`config.mk`:
```
export PLATFORM = sky130hd
export DESIGN_NAME = fetch_sequencer
export DESIGN_NICKNAME = d
export VERILOG_FILES = /design/src/rtl/fetch_sequencer.sv
export SDC_FILE = /design/constraint.sdc
export NUM_CORES = 1
export LEC_CHECK = 0
export ABC_CLOCK_PERIOD_IN_PS = 2100
export BUFFER_PORTS_ARGS = -buffer_cell sky130_fd_sc_hd__buf_2
export CAP_MARGIN = 20
export CORE_MARGIN = 3
export CORE_UTILIZATION = 53
export CTS_CLUSTER_SIZE = 30
export DETAILED_ROUTE_END_ITERATION = 10
export GPL_ROUTABILITY_DRIVEN = 0
export PLACE_DENSITY_LB_ADDON = 0.12
export SKIP_CTS_REPAIR_TIMING = 1
export SYNTH_ARGS = -nofsm -noshare
export SYNTH_HDL_FRONTEND = slang
export SYNTH_SLANG_ARGS = --single-unit
```
`constraint.sdc`:
```
create_clock -name clk -period 2.1 [get_ports clk]
set_clock_uncertainty 0.05 [all_clocks]
set_input_delay 0.63 -clock clk [delete_from_list [all_inputs] [get_ports clk]]
set_output_delay 0.63 -clock clk [all_outputs]
set_load 0.02 [all_outputs]
```
`src/rtl/fetch_sequencer.sv`:
```
// 8085 instruction-fetch sequencer: drives PC read/increment, collects opcode and
// operand bytes, decodes instruction length and hands the instruction to execute.
module fetch_sequencer #(
  parameter int unsigned WAIT_LIMIT = 15
) (
  input  logic        clk,
  input  logic        reset,
  input  logic [7:0]  data_bus,
  input  logic        mem_ready,
  output logic        pc_en_read,
  output logic        mem_rd,
  output logic        pc_inc,
  output logic [7:0]  ir_opcode,
  output logic [15:0] ir_operand,
  output logic [1:0]  ir_len,
  output logic        ir_valid,
  input  logic        ex_ready,
  input  logic        flush,
  output logic        fetch_err
);

  localparam int unsigned CNT_W = 8;

  localparam logic [2:0] F_OP = 3'd0;
  localparam logic [2:0] F_LO = 3'd1;
  localparam logic [2:0] F_HI = 3'd2;
  localparam logic [2:0] HOLD = 3'd3;
  localparam logic [2:0] ERR  = 3'd4;

  logic [2:0]       state, state_nxt;
  logic [CNT_W-1:0] wait_cnt, wait_cnt_nxt;
  logic             valid_nxt, err_nxt;
  logic             cap_op, cap_lo, cap_hi;
  logic             fetching;
  logic [1:0]       len_dec;

  // 8085 instruction length from the opcode byte; undocumented codes are 1 byte
  function automatic logic [1:0] decode_len(input logic [7:0] op);
    logic [1:0] len;
    len = 2'd1;
    if ((op[7:6] == 2'b00 && op[3:0] == 4'h1) ||
        (op inside {8'h22, 8'h2A, 8'h32, 8'h3A, 8'hC3, 8'hCD}) ||
        (op[7:6] == 2'b11 && op[2:0] == 3'b010) ||
        (op[7:6] == 2'b11 && op[2:0] == 3'b100))
      len = 2'd3;
    else if ((op[7:6] == 2'b00 && op[2:0] == 3'b110) ||
             (op inside {8'hC6, 8'hCE, 8'hD6, 8'hDE, 8'hE6, 8'hEE, 8'hF6, 8'hFE,
                         8'hD3, 8'hDB}))
      len = 2'd2;
    return len;
  endfunction

  assign len_dec = decode_len(data_bus);

  // Bus controls decode from state; gated by reset so everything is 0 while held
  assign fetching   = reset && (state == F_OP || state == F_LO || state == F_HI);
  assign pc_en_read = fetching;
  assign mem_rd     = fetching;
  assign pc_inc     = fetching && mem_ready && !flush;

  always_ff @(posedge clk or negedge reset) begin
    if (!reset) begin
      state <= F_OP;
    end else begin
      state <= state_nxt;
    end
  end

  always_comb begin
    state_nxt    = state;
    wait_cnt_nxt = wait_cnt;
    valid_nxt    = ir_valid;
    err_nxt      = fetch_err;
    cap_op       = 1'b0;
    cap_lo       = 1'b0;
    cap_hi       = 1'b0;
    if (flush) begin
      state_nxt    = F_OP;
      wait_cnt_nxt = '0;
      valid_nxt    = 1'b0;
      err_nxt      = 1'b0;
    end else begin
      case (state)
        F_OP, F_LO, F_HI: begin
          if (mem_ready) begin
            wait_cnt_nxt = '0;
            if (state == F_OP) begin
              cap_op    = 1'b1;
              state_nxt = (len_dec == 2'd1) ? HOLD : F_LO;
              valid_nxt = (len_dec == 2'd1);
            end else if (state == F_LO) begin
              cap_lo    = 1'b1;
              state_nxt = (ir_len == 2'd2) ? HOLD : F_HI;
              valid_nxt = (ir_len == 2'd2);
            end else begin
              cap_hi    = 1'b1;
              state_nxt = HOLD;
              valid_nxt = 1'b1;
            end
          end else if (wait_cnt == CNT_W'(WAIT_LIMIT - 1)) begin
            state_nxt    = ERR;
            err_nxt      = 1'b1;
            wait_cnt_nxt = '0;
          end else begin
            wait_cnt_nxt = wait_cnt + CNT_W'(1);
          end
        end
        HOLD: begin
          if (ex_ready) begin
            state_nxt = F_OP;
            valid_nxt = 1'b0;
          end
        end
        ERR:     state_nxt = ERR;
        default: state_nxt = F_OP;
      endcase
    end
  end

  // Instruction register and status flags
  always_ff @(posedge clk or negedge reset) begin
    if (!reset) begin
      ir_opcode  <= 8'h00;
      ir_operand <= 16'h0000;
      ir_len     <= 2'd0;
      ir_valid   <= 1'b0;
      fetch_err  <= 1'b0;
      wait_cnt   <= '0;
    end else begin
      ir_valid  <= valid_nxt;
      fetch_err <= err_nxt;
      wait_cnt  <= wait_cnt_nxt;
      if (cap_op) begin
        ir_opcode  <= data_bus;
        ir_operand <= 16'h0000;
        ir_len     <= len_dec;
      end
      if (cap_lo) ir_operand[7:0]  <= data_bus;
      if (cap_hi) ir_operand[15:8] <= data_bus;
    end
  end

endmodule

```
==> metrics <==
P_int=1164 uW; Multi-input gate area=798.3 um2; synth unique cells=43; gr usage total=20.77%; startpoint types=flop; status=complete, no violations; final critical-path share of the clock period=97.60%; RSZ-0062 raised after global routing=true; max incr delay on CP=0.43 ns; I/O Buffers=43; Finished Layout Cells=276; DRC=0; # setup viols final=0; CP endpoint kind=output port; Compound-Gate Fraction of Synth Area=13.80%; Top Ports=44; clock slew seen by the registers of the worst setup and hold paths=0.12 ns; Buf/Inv on CP=1; fmax=487.9 MHz; Clock Power Share=20.8%; Avg Cell Area, Syn=10.26 um2; cell chain of the critical path=a21oi_2 -> and2_4 -> and3_1 -> buf_4; Psw=587.8 uW; drt pass-1 iters=4; Synthesized Nets=198; Critical-path top delay cell=dfrtp_1; register area share after synthesis=52.00%; Max transition margin=67.60%; Starting Density=58.59%; total CTS buffers=5; required time worst endpoint=1.42 ns; largest family of logic cells by synthesized area=simple AND/OR/NAND/NOR gates; grt ovf=0; post-synthesis xor/xnor area fraction=3.267%; Simple-Gate Fraction of Synth Area=18.67%; Via density=5.453; leak pwr=0.001057 uW; CTS tree=yes; final HPWL from detailed placement=2.936 mm; die footprint=4291 um2; cell count after synthesis=183; H-tree depth=2; Synth warnings=0; Netlist Area Pre-Place=1877 um2; gr busiest metal=met2; P&R area growth vs syn=16.80%; via count=1505; Synth Area in Adders=1.333%; CTS max path bufs=2; critical path fanouts, max=3; Placed Cells=267; Horiz. Die Dim=65.51 um; WP data arrival=1.37 ns; met3 Use GR=6.667%; Routed Antenna Nets=0; cell family with most CP delay=flip-flops; worst hold path type=in2async; CP Class=reg2out; switching part of the total=33.55%; register area=977.2 um2; global-route wire length before repair=6.665 mm; flop2flop setup slack=0.19 ns; Pins Over Slew Limit=0; MaxCap Viol Count=0; # fillers=291; Pwr Density=799.2 nW/um2; clock root buffer=clkbuf_4; Sequential Power Share=51.7%; grt met2 use=32.36%; proportion of layout cells with a drive suffix above 1=32.76%; # diodes=0; nets@finish=246; wire length per cell=14.96 um; die height=65.51 um; Clock Latency Late Sink=0.34 ns; Core Area=3203 um2; Period minus WS final=2.050 ns; M1 GR Usage=28.01%; initial antenna violation count=0; combinational share of power=27.5%; num rows=20; largest net degree at the start of global routing=40; Max VDD drop=0.5301 mV; final hold slack=0.2940 ns; final count of hold timing violations=0; initial DRC count=83; vias in the first global route=1424; clock sink total=39; register bit total from synthesis=39; worst-margin pin slew=0.4860 ns; mux cell area share after synthesis=5.333%; WL final=4.129 mm
-- power groups by stage --
stage                     clock network [uW]  logic [uW]  registers (uW)
final                                    365         482             905
after global routing                     415         519             918
after CTS                                375         484             907
after detailed placement                   0         482             921
after global placement                     0         471             915
after floorplan                            0         194            1030
-- synth_stat cells (all sizes together) --
master | n | area share [%]
a31oi | 2 | 0.67
o21a | 1 | 0.40
nor2b | 2 | 0.67
nand4b | 2 | 0.93
a22o | 9 | 4.2
o41ai | 1 | 0.87
xor2 | 3 | 1.4
nand3b | 1 | 0.40
o21ai | 13 | 3.5
o2bb2ai | 1 | 0.47
mux2 | 8 | 4.8
ha | 2 | 1.3
and4 | 1 | 0.47
or2b | 1 | 0.47
nand2b | 2 | 0.67
nor3 | 2 | 0.80
or4 | 1 | 0.60
o211ai | 2 | 0.80
nor4 | 1 | 0.33
clkbuf | 5 | 1.5
a21oi | 7 | 2.1
mux2i | 1 | 0.53
dfrtp | 39 | 52
nand2 | 28 | 5.6
nand3 | 4 | 1.3
and2 | 1 | 0.33
o32ai | 1 | 0.47
or4b | 1 | 0.53
nor4b | 1 | 0.47
and3 | 1 | 0.33
nor2 | 19 | 4.1
buf | 6 | 2.7
xnor2 | 4 | 1.9
inv | 7 | 1.4
a21o | 1 | 0.40
nand4 | 2 | 0.67
-- per-stage QoR --
step	TNS [ns]	utilization [%]	power, uW	cell area (um2)	setup slack, ns
finish	0	68.44	1752	2192	0.05047
global route	-0.01241	68.44	1852	2192	-0.01241
CTS	-0.03439	68.01	1766	2178	-0.03439
detailed placement	0	66.45	1403	2128	0.1477
global placement	0	66.45	1386	2128	0.1746
floorplan	0	-	1229	1877	0.1578
-- logic make-up (layout without fill, tap and decap cells) --
group | Yosys count | after routing
buffers and inverters | 18 | 67
adders and majority gates | 2 | 2
AOI/OAI and AO/OA | 38 | 38
muxes | 9 | 9
xor gates and xnor gates | 7 | 7
and+or+nand+nor | 70 | 70
DFF | 39 | 39
-- cells in the final DEF (no fill, tap or decap), types with 2 or more instances in the layout --
cell and n:
nand4_1 2, nand2b_1 2, mux2_2 8, nand3_1 3
nand4b_1 2, nor2_1 17, ha_1 2, xnor2_1 4
buf_2 42, o21ai_0 13, clkbuf_1 2, dfrtp_1 38
inv_1 7, a21oi_1 6, buf_4 10, nor2_2 2
a22o_1 9, nor2b_1 2, o211ai_1 2, xor2_1 3
nand2_1 28, a31oi_1 2, clkbuf_4 5
-- final timing paths --
path | startpoint | to | cells past startpoint
min reg2reg | ir_operand[0] | ir_operand[0] | 2
max reg2reg | wait_cnt[0] | state[0] | 7
max | state[1] | pc_inc | 4
min | reset | ir_len[0] | 2
min in group clk | ir_operand[0] | ir_operand[0] | 2
max in group asynchronous | reset | state[2] | 2
-- final cells by class --
type / count / area share, %
well taps: 44 / 2.511
inverters: 7 / 1.199
flip-flops and latches: 39 / 44.58
multi-input cells: 126 / 36.42
clock inverters: 1 / 0.2283
repair buffers: 52 / 13.01
clock buffers: 7 / 2.055
-- sequential cells by signal (all words and copies together) (netlist names) --
register and count:
wait_cnt 8, fetch_err 1, ir_opcode 8, state 3, ir_len 2, ir_valid 1
ir_operand 16
-- routing by layer --
| layer | up-vias | share of wire (%) | wire length [um] |
|---|---|---|---|
| li1 | 724 | - | - |
| met4 | 0 | 0.92 | 38 |
| met3 | 5 | 6.4 | 265 |
| met5 | - | 0 | 0 |
| met2 | 46 | 47 | 1924 |
| met1 | 730 | 46 | 1900 |
-- worst register-to-register path, stage by stage, from the launching register on --
cell and delay, ns:
dfrtp_1 0.43, inv_1 0.07, ha_1 0.15, or4b_1 0.46, nor3_2 0.20, or4_4 0.19, o41ai_2 0.08, a22o_1 0.19
(Power assumes the default switching activity.)
